$ cat src/rtl/ascii_pkg.sv
// Shared constants, types and the ordered-dither glyph table for the ASCII cell renderer.
// Glyph density rises with level: 0 is blank, 15 is solid.
package ascii_pkg;

    localparam int unsigned CELL_PX     = 16;
    localparam int unsigned DEF_H_CELLS = 40;
    localparam int unsigned DEF_V_CELLS = 30;
    localparam int unsigned NUM_CELLS   = DEF_H_CELLS * DEF_V_CELLS;
    localparam int unsigned LEVEL_W     = 4;
    localparam int unsigned OFF_W       = 4;
    localparam int unsigned GLYPH_BITS  = 16 * CELL_PX * CELL_PX;

    typedef logic [LEVEL_W-1:0] level_t;

    typedef enum logic {
        ST_FILL = 1'b0,
        ST_FULL = 1'b1
    } wr_state_e;

    // 4x4 Bayer ranks, nibble index = row*4 + col
    localparam logic [63:0] DITHER_RANK = 64'h5D7F_91B3_6E4C_A280;

    // Bit address = {level, row offset, column offset}
    function automatic logic [GLYPH_BITS-1:0] build_glyphs();
        logic [GLYPH_BITS-1:0] t;
        logic [3:0]            rank;
        t = '0;
        for (int unsigned l = 0; l < 16; l++) begin
            for (int unsigned r = 0; r < CELL_PX; r++) begin
                for (int unsigned c = 0; c < CELL_PX; c++) begin
                    rank = DITHER_RANK[((r % 4) * 4 + (c % 4)) * 4 +: 4];
                    t[l * 256 + r * 16 + c] = (l == 15) || (32'(rank) < l);
                end
            end
        end
        return t;
    endfunction

    localparam logic [GLYPH_BITS-1:0] GLYPH_TABLE = build_glyphs();

endpackage

$ cat src/rtl/ascii_glyph_rom.sv
// Final read stage: looks up one glyph pixel and masks it with the active flag.
module ascii_glyph_rom
    import ascii_pkg::*;
(
    input  logic             clk,
    input  logic             reset,
    input  level_t           i_level,
    input  logic [OFF_W-1:0] i_row_off,
    input  logic [OFF_W-1:0] i_col_off,
    input  logic             i_active,
    output logic             o_pix
);

    logic [11:0] w_addr;
    logic        r_pix;

    assign w_addr = {i_level, i_row_off, i_col_off};

    always_ff @(posedge clk) begin
        if (reset) begin
            r_pix <= 1'b0;
        end else begin
            r_pix <= GLYPH_TABLE[w_addr] & i_active;
        end
    end

    assign o_pix = r_pix;

endmodule

$ cat src/rtl/ascii_cell_render.sv
// Character-cell renderer: stores a frame of 4-bit cell levels and draws them as glyphs.
// Define ASCII_DBUF_EN for a double-buffered cell store swapped at the end of the active raster.
module ascii_cell_render
    import ascii_pkg::*;
#(
    parameter int unsigned H_CELLS = DEF_H_CELLS,
    parameter int unsigned V_CELLS = DEF_V_CELLS
) (
    input  logic         vga_clk,
    input  logic         reset,
    input  logic         wr_valid,
    output logic         wr_ready,
    input  logic [3:0]   wr_level,
    input  logic         wr_sof,
    input  logic         video_on,
    input  logic [11:0]  pixel_row,
    input  logic [11:0]  pixel_column,
    output logic         ascii_pix,
    output logic         frame_done
);

    localparam int unsigned CELLS   = H_CELLS * V_CELLS;
    localparam int unsigned IDX_W   = ($clog2(CELLS) > 11) ? $clog2(CELLS) : 11;
    localparam int unsigned ROW_LIM = CELL_PX * V_CELLS;
    localparam int unsigned COL_LIM = CELL_PX * H_CELLS;
    localparam logic [IDX_W-1:0] LAST_IDX = IDX_W'(CELLS - 1);

    wr_state_e        r_state;
    logic             r_wr_ready;
    logic             r_frame_done;
    logic [IDX_W-1:0] r_wr_ptr;

    logic             w_accept;
    logic [IDX_W-1:0] w_wr_idx;
    logic             w_last;
    logic             w_swap;
    logic             w_active;
    logic [IDX_W-1:0] w_rd_idx;

    logic             r_s1_active;
    logic [IDX_W-1:0] r_s1_idx;
    logic [OFF_W-1:0] r_s1_row_off;
    logic [OFF_W-1:0] r_s1_col_off;
    logic             r_s2_active;
    level_t           r_s2_level;
    logic [OFF_W-1:0] r_s2_row_off;
    logic [OFF_W-1:0] r_s2_col_off;

    // A start-of-frame write always lands at cell 0
    assign w_accept = wr_valid && r_wr_ready && !reset;
    assign w_wr_idx = wr_sof ? '0 : r_wr_ptr;
    assign w_last   = (w_wr_idx == LAST_IDX);
    assign w_swap   = (r_state == ST_FULL) && (32'(pixel_row) == ROW_LIM)
                      && (pixel_column == 12'd0);

    assign w_active = video_on && (32'(pixel_row) < ROW_LIM)
                      && (32'(pixel_column) < COL_LIM);
    assign w_rd_idx = w_active
                      ? IDX_W'(32'(pixel_row[11:4]) * H_CELLS + 32'(pixel_column[11:4]))
                      : '0;

    // Write-side FSM, pointer and frame_done pulse
    always_ff @(posedge vga_clk) begin
        if (reset) begin
            r_state      <= ST_FILL;
            r_wr_ready   <= 1'b0;
            r_wr_ptr     <= '0;
            r_frame_done <= 1'b0;
        end else begin
            r_frame_done <= w_accept && w_last;
            if (w_accept) begin
                r_wr_ptr <= w_last ? '0 : w_wr_idx + IDX_W'(1);
            end
            case (r_state)
                ST_FILL: begin
                    r_wr_ready <= 1'b1;
`ifdef ASCII_DBUF_EN
                    if (w_accept && w_last) begin
                        r_state    <= ST_FULL;
                        r_wr_ready <= 1'b0;
                    end
`endif
                end
                ST_FULL: begin
                    r_wr_ready <= 1'b0;
                    if (w_swap) begin
                        r_state    <= ST_FILL;
                        r_wr_ready <= 1'b1;
                    end
                end
                default: begin
                    r_state    <= ST_FILL;
                    r_wr_ready <= 1'b1;
                end
            endcase
        end
    end

`ifdef ASCII_DBUF_EN
    level_t r_mem [2][CELLS];
    logic   r_sel;

    // r_sel names the front (displayed) bank; writes go to the other one
    always_ff @(posedge vga_clk) begin
        if (reset) begin
            r_sel <= 1'b0;
        end else if (w_swap) begin
            r_sel <= ~r_sel;
        end
    end

    always_ff @(posedge vga_clk) begin
        if (w_accept) begin
            r_mem[~r_sel][w_wr_idx] <= wr_level;
        end
    end

    always_ff @(posedge vga_clk) begin
        r_s2_level <= r_mem[r_sel][r_s1_idx];
    end
`else
    level_t r_mem [CELLS];

    // Read-before-write: a same-cycle read of the written cell sees the old level
    always_ff @(posedge vga_clk) begin
        if (w_accept) begin
            r_mem[w_wr_idx] <= wr_level;
        end
    end

    always_ff @(posedge vga_clk) begin
        r_s2_level <= r_mem[r_s1_idx];
    end
`endif

    // Read pipeline active flags
    always_ff @(posedge vga_clk) begin
        if (reset) begin
            r_s1_active <= 1'b0;
            r_s2_active <= 1'b0;
        end else begin
            r_s1_active <= w_active;
            r_s2_active <= r_s1_active;
        end
    end

    always_ff @(posedge vga_clk) begin
        r_s1_idx     <= w_rd_idx;
        r_s1_row_off <= pixel_row[3:0];
        r_s1_col_off <= pixel_column[3:0];
        r_s2_row_off <= r_s1_row_off;
        r_s2_col_off <= r_s1_col_off;
    end

    ascii_glyph_rom u_glyph_rom (
        .clk       (vga_clk),
        .reset     (reset),
        .i_level   (r_s2_level),
        .i_row_off (r_s2_row_off),
        .i_col_off (r_s2_col_off),
        .i_active  (r_s2_active),
        .o_pix     (ascii_pix)
    );

    assign wr_ready   = r_wr_ready;
    assign frame_done = r_frame_done;

endmodule
$ cat config.mk
export PLATFORM = sky130hd
export DESIGN_NAME = ascii_cell_render
export DESIGN_NICKNAME = d
export VERILOG_FILES = /design/src/rtl/ascii_pkg.sv /design/src/rtl/ascii_glyph_rom.sv /design/src/rtl/ascii_cell_render.sv
export SDC_FILE = /design/constraint.sdc
export NUM_CORES = 2
export LEC_CHECK = 0
export CAP_MARGIN = 25
export CORE_MARGIN = 8
export CORE_UTILIZATION = 63
export DETAILED_ROUTE_END_ITERATION = 12
export PLACE_DENSITY_LB_ADDON = 0.1
export SETUP_SLACK_MARGIN = 0.1
export SLEW_MARGIN = 20
export SYNTH_ARGS = -nofsm -noshare
export SYNTH_HDL_FRONTEND = slang
export SYNTH_HIERARCHICAL = 1
export SYNTH_MEMORY_MAX_BITS = 65536
export SYNTH_SLANG_ARGS = --single-unit
$ cat constraint.sdc
create_clock -name vga_clk -period 4 [get_ports vga_clk]
set_input_delay 0.8 -clock vga_clk [delete_from_list [all_inputs] [get_ports vga_clk]]
set_output_delay 0.8 -clock vga_clk [all_outputs]
set_load 0.005 [all_outputs]
# Yosys cells after proc, flatten, opt, wreduce, memory -nomap -nowiden
# Memory sizes are Yosys's and may differ from the RTL's. A register that Yosys moved wholly into a read port is not among the register bits.
# Cells that the tools add are included.
op_classes:
  add_sub_neg: 2
  n_mul: 1
  n_lt_le_gt_ge: 3
  eq_ne: 2
  n_mux: 8
  bitwise: 2
  n_reduce_logical: 10
ops:
  columns: ["operator", "n"]
  rows:
  - ["11-bit two-way mux", 2]
  - ["12-bit by 13-bit less-than comparator with 1-bit output, second input constant", 1]
  - ["12-bit by 9-bit equality test with 1-bit output, second input constant", 1]
  - ["12-bit logical NOT", 1]
  - ["12-bit by 10-bit less-than comparator with 1-bit output, second input constant", 1]
  - ["12-bit by 9-bit less-than comparator with 1-bit output, second input constant", 1]
  - ["11-bit by 1-bit adder with 11-bit output, second input constant", 1]
  - ["11-bit by 8-bit adder with 11-bit output", 1]
  - ["11-bit equality test, second input constant", 1]
  - ["8-bit by 3-bit multiplier with 8-bit output, second input constant", 1]
  - ["1-bit logical AND", 7]
  - ["1-bit two-way mux", 5]
  - ["1-bit one-hot mux with 2 select lines", 1]
  - ["2-bit OR reduction", 1]
  - ["1-bit AND", 1]
  - ["1-bit logical NOT", 1]
  - ["1-bit inverter", 1]
word_totals:
  reg_bits: 44
  mem_bits_rw: 4800
  mem_bits_ro: 4096
  input_bits: 33
  out_inout_bits: 3
  wordCells: 42
  memories: 2
mem_list:
  columns: ["memory", "words", "word_bits", "rd", "rd_ports_with_merged_regs", "wr", "line", "source"]
  rows:
  - ["r_mem", 1200, 4, 1, 1, 1, "ascii_cell_render.sv:122", "level_t r_mem [CELLS];"]
  - ["(name not given)", 4096, 1, 1, 0, 0, "ascii_glyph_rom.sv:23", "r_pix <= GLYPH_TABLE[w_addr] & i_active;"]

# Depth between registers and ports, before layout
logic_depth:
  word_depth: 5
  mapped_depth: 14
  depth_no_buf: 10

# Cells and area by module
# The synthesis kept the hierarchy.
modules_own_cells:
  columns: ["module", "instances", "cells_per_inst", "area_per_inst_um2", "seq_area_each_um2"]
  rows:
  - ["ascii_cell_render", 1, 9541, 190223.7, 145079.1]
  - ["ascii_glyph_rom", 1, 50, 352.8, 20.0]

# Least setup slack after synthesis
# Ideal clock, no wire load.
synth_path:
  path_type: "input -> register"
  startpoint: "in wr_sof"
  endpoint: "mem r_mem[399][0] in the netlist's numbering, enable pin"
  setup_time_ns: 0.269
  arrival_ns: 2.948
  required_time_ns: 3.731
  path_slack_ns: 0.782
  cell_stages: 12
  path_buffers: 6
  cell_sequence: "clkbuf_1 > clkbuf_1 > nand2b_1 > inv_1 > ha_1 > clkbuf_1 > and2_1 > clkbuf_1 > nand2_1 > clkbuf_1 > buf_1 > nor2_1"
synth_between:
  elab_chain_cells: 1
synth_rtl:
  columns: ["item", "line", "source"]
  rows:
  - ["start, declared", "ascii_cell_render.sv:14", "input logic wr_sof,"]
  - ["11-bit two-way mux", "ascii_cell_render.sv:51", "assign w_wr_idx = wr_sof ? '0 : r_wr_ptr;"]
  - ["end, declared", "ascii_cell_render.sv:122", null]
# Every way passes these cells.

==> impl_results.md <==
* Post-Syn Area at 190000 um^2
* Place WS at -374 ps
* R2R Setup Slk at roughly 3 ps
* Slew @ Worst Pin at 1180 ps
* CTS Buf Count at 468
* CP Launch Type: flip-flop
* IO Pins at 36
* Max_slew headroom at 21.1%
* Max clock buf depth at 4
* PD cells at between 400 and 500 nW/um^2
* Clock latency on the worst-skew pair at ~990 ps
* Die height at around 570 um
* Final HPWL DP at 342 mm
* WS Path Type: reg2reg
* Avg WL per Cell at 38.3 um
* Multi-input gate area at between 40000 and 50000 um^2
* Post-Syn Area per Cell at approximately 20 um^2
* CP endpoint kind: flip-flop
* Final Setup Violations at 0
* Fraction of layout cells with a size suffix above 1 at around 24%
* Wirelength, routed at between 500 and 600 mm
* Largest net degree at the start of global routing at 197
* DRC viols at 0
* Initial antenna violation count at 36
* R2R cell count at 11
* Die ar. at 320000 um^2
* Fillers at about 18000
* H-Tree Depth at 5
* Critical Path Fanout Max at between 40 and 50
* FF/Latch Area at 145000 um^2
* Warnings from Yosys at 6
* Root buffer cell: clkbuf_16
* Rows at roughly 200
* Final net count at 10109
* Fmax at about 0.25 GHz
* Pins Over Slew Limit at 0
* Overflow after GRT at 0
* RSZ-0062 raised after global routing: true
* P_leak at 65.1 nW
* Vias in the first global route at roughly 100k
* Max Cap Violations at 0
* Min-Delay Endpoint: r_mem[371][1]
* Clock Skew at 70.4 ps
* GR Util All Layers at around 35%
* Hold Vio Cnt, Final at 0
* R2R Path Start: r_s1_idx[4]
* Clock Sinks at a little under 5000
* Synthesized instance count at ~9600
* Hold Path Cell Cnt at 1
* Min setup slack post-route at roughly 3.0 ps
* Remaining antenna violation count at 0
* Worst hold path type: in2reg
* IO buf count at 35
* Placement Cell Area at 200000 um^2
* Die Width at around 570 um
* HP Start: wr_level[1]
* Clk slew on worst S/H paths at 60 ps
* Area delta synth->final at 13.0%
* Crit path DAT at roughly 5000 ps
* Initial core utilization at 63.1%
* CP required at roughly 4900 ps
* Iteration-0 DRC Markers at between 15000 and 20000
* Mapped Nets at ~9600
* Final Cell Area at 215000 um^2
* Global-route wire length before repair at between 700 and 800 mm
* Peak VDD IR at roughly 0.46 mV
* DRT Pass-1 Iters at 8
* Fin util at between 70% and 80%
* DR vias at slightly above 100k
* Final worst-path cycle share at ~100%
* GPL Wtd Cong at about 0.9
* Hold_buf cts at 0
* CTS tree: done
* R2r endpoint: r_s2_level[1]
* DR vias/cell at just over 7
* Post-layout min period at approximately 4000 ps
* Core ar. at 302000 um^2
* Status: completed
## cells in the final DEF, fill, tap and decap left out, types with 10 or more instances in the layout
master,count
nand3_1,94
a221oi_1,24
nand2_4,31
a31oi_1,32
buf_4,455
o22ai_1,22
buf_12,160
nor2b_1,24
inv_1,20
a22o_1,36
a32oi_1,12
dfxtp_1,31
mux4_2,1156
clkinvlp_4,18
and2_1,11
clkinv_1,124
diode_2,29
nor3_1,53
nor4_1,15
mux2i_1,285
a211oi_1,20
clkinv_2,87
or3_1,10
a22oi_1,331
o221ai_1,16
nand4_1,44
bufinv_16,49
nor2_1,1282
nand2_1,161
edfxtp_1,4800
o21ai_0,34
nand2b_1,22
ha_1,20
and3_1,34
clkdlybuf4s50_1,31
clkbuf_16,476
a21oi_1,151
clkbuf_1,79
## sequential cells by signal, indices dropped and copies added, names as in the netlist
name / flops
frame_done: 1
r_s2_row_off: 2
r_mem: 4800
r_s1_row_off: 2
r_s2_active: 1
r_s1_col_off: 2
r_s1_idx: 11
r_state: 1
r_wr_ptr: 11
u_glyph_rom/o_pix: 1
r_s2_level: 4
r_s1_active: 1
wr_ready: 1
r_s2_col_off: 2
## worst max path at each step
stage | start | cells after the start | endpoint | slack (ps)
detailed placement | r_s1_idx[1] | 9 | r_s2_level[0] | -370
global route | r_s1_idx[4] | 11 | r_s2_level[1] | 60
global placement | r_s1_idx[1] | 12 | r_s2_level[1] | -440
floorplan | wr_sof | 12 | r_mem[399][0] | 780
CTS | r_s1_idx[1] | 13 | r_s2_level[2] | 70
finish | r_s1_idx[4] | 11 | r_s2_level[1] | 3
## worst max-delay path: stages (launching register included)
cell and delay (ps):
dfxtp_4 430, buf_12 200, inv_8 400, buf_4 440, buf_4 260, mux2i_1 120
a22oi_1 250, nand4_1 140, and3_1 300, nor3_1 850, buf_4 240, or3_1 110
## repair_timing
item / 4_1_cts / 5_1_grt
pin swaps: 1 / 2
gates resized for setup: 12 / 14
cloned: 0 / 2
setup endpoints to repair: 4 / 4
buffers inserted: 10 / 3
## through the flow
step                std cells  TNS (ps)  hold WS [ps]  power (mW)
finish                  14451         0           193         101
global route            14425         0           149         103
CTS                     14415         0           130         101
detailed placement      13545     -1180           314        58.3
global placement        13543     -1310           318        58.2
floorplan                9583         0           310        57.1
## routing by layer
layer | vias up | track usage, % | wire length [um]
met5 | - | 0 | 116
met4 | 18 | 15.9 | 30300
met3 | 1389 | 9.47 | 73600
met2 | 8105 | 52.1 | 253000
met1 | 53629 | 47.9 | 196000
li1 | 40182 | - | -
## where the power goes
part	switching [mW]	internal (mW)
Clock	19.0	24.8
Combinational	1.15	0.346
Sequential	0.0343	55.7
## area by class of cell
| cell class | count | area share (%) |
|---|---|---|
| clock inverters | 305 | 1.36 |
| well taps | 3978 | 2.31 |
| clock buffers | 555 | 5.66 |
| multi-input cells | 4061 | 19.8 |
| diodes | 29 | 0.0337 |
| repair buffers | 660 | 3.35 |
| flip-flops and latches | 4840 | 67.4 |
| inverters | 23 | 0.0448 |
Note: power is estimated with default switching activity, not from simulation.
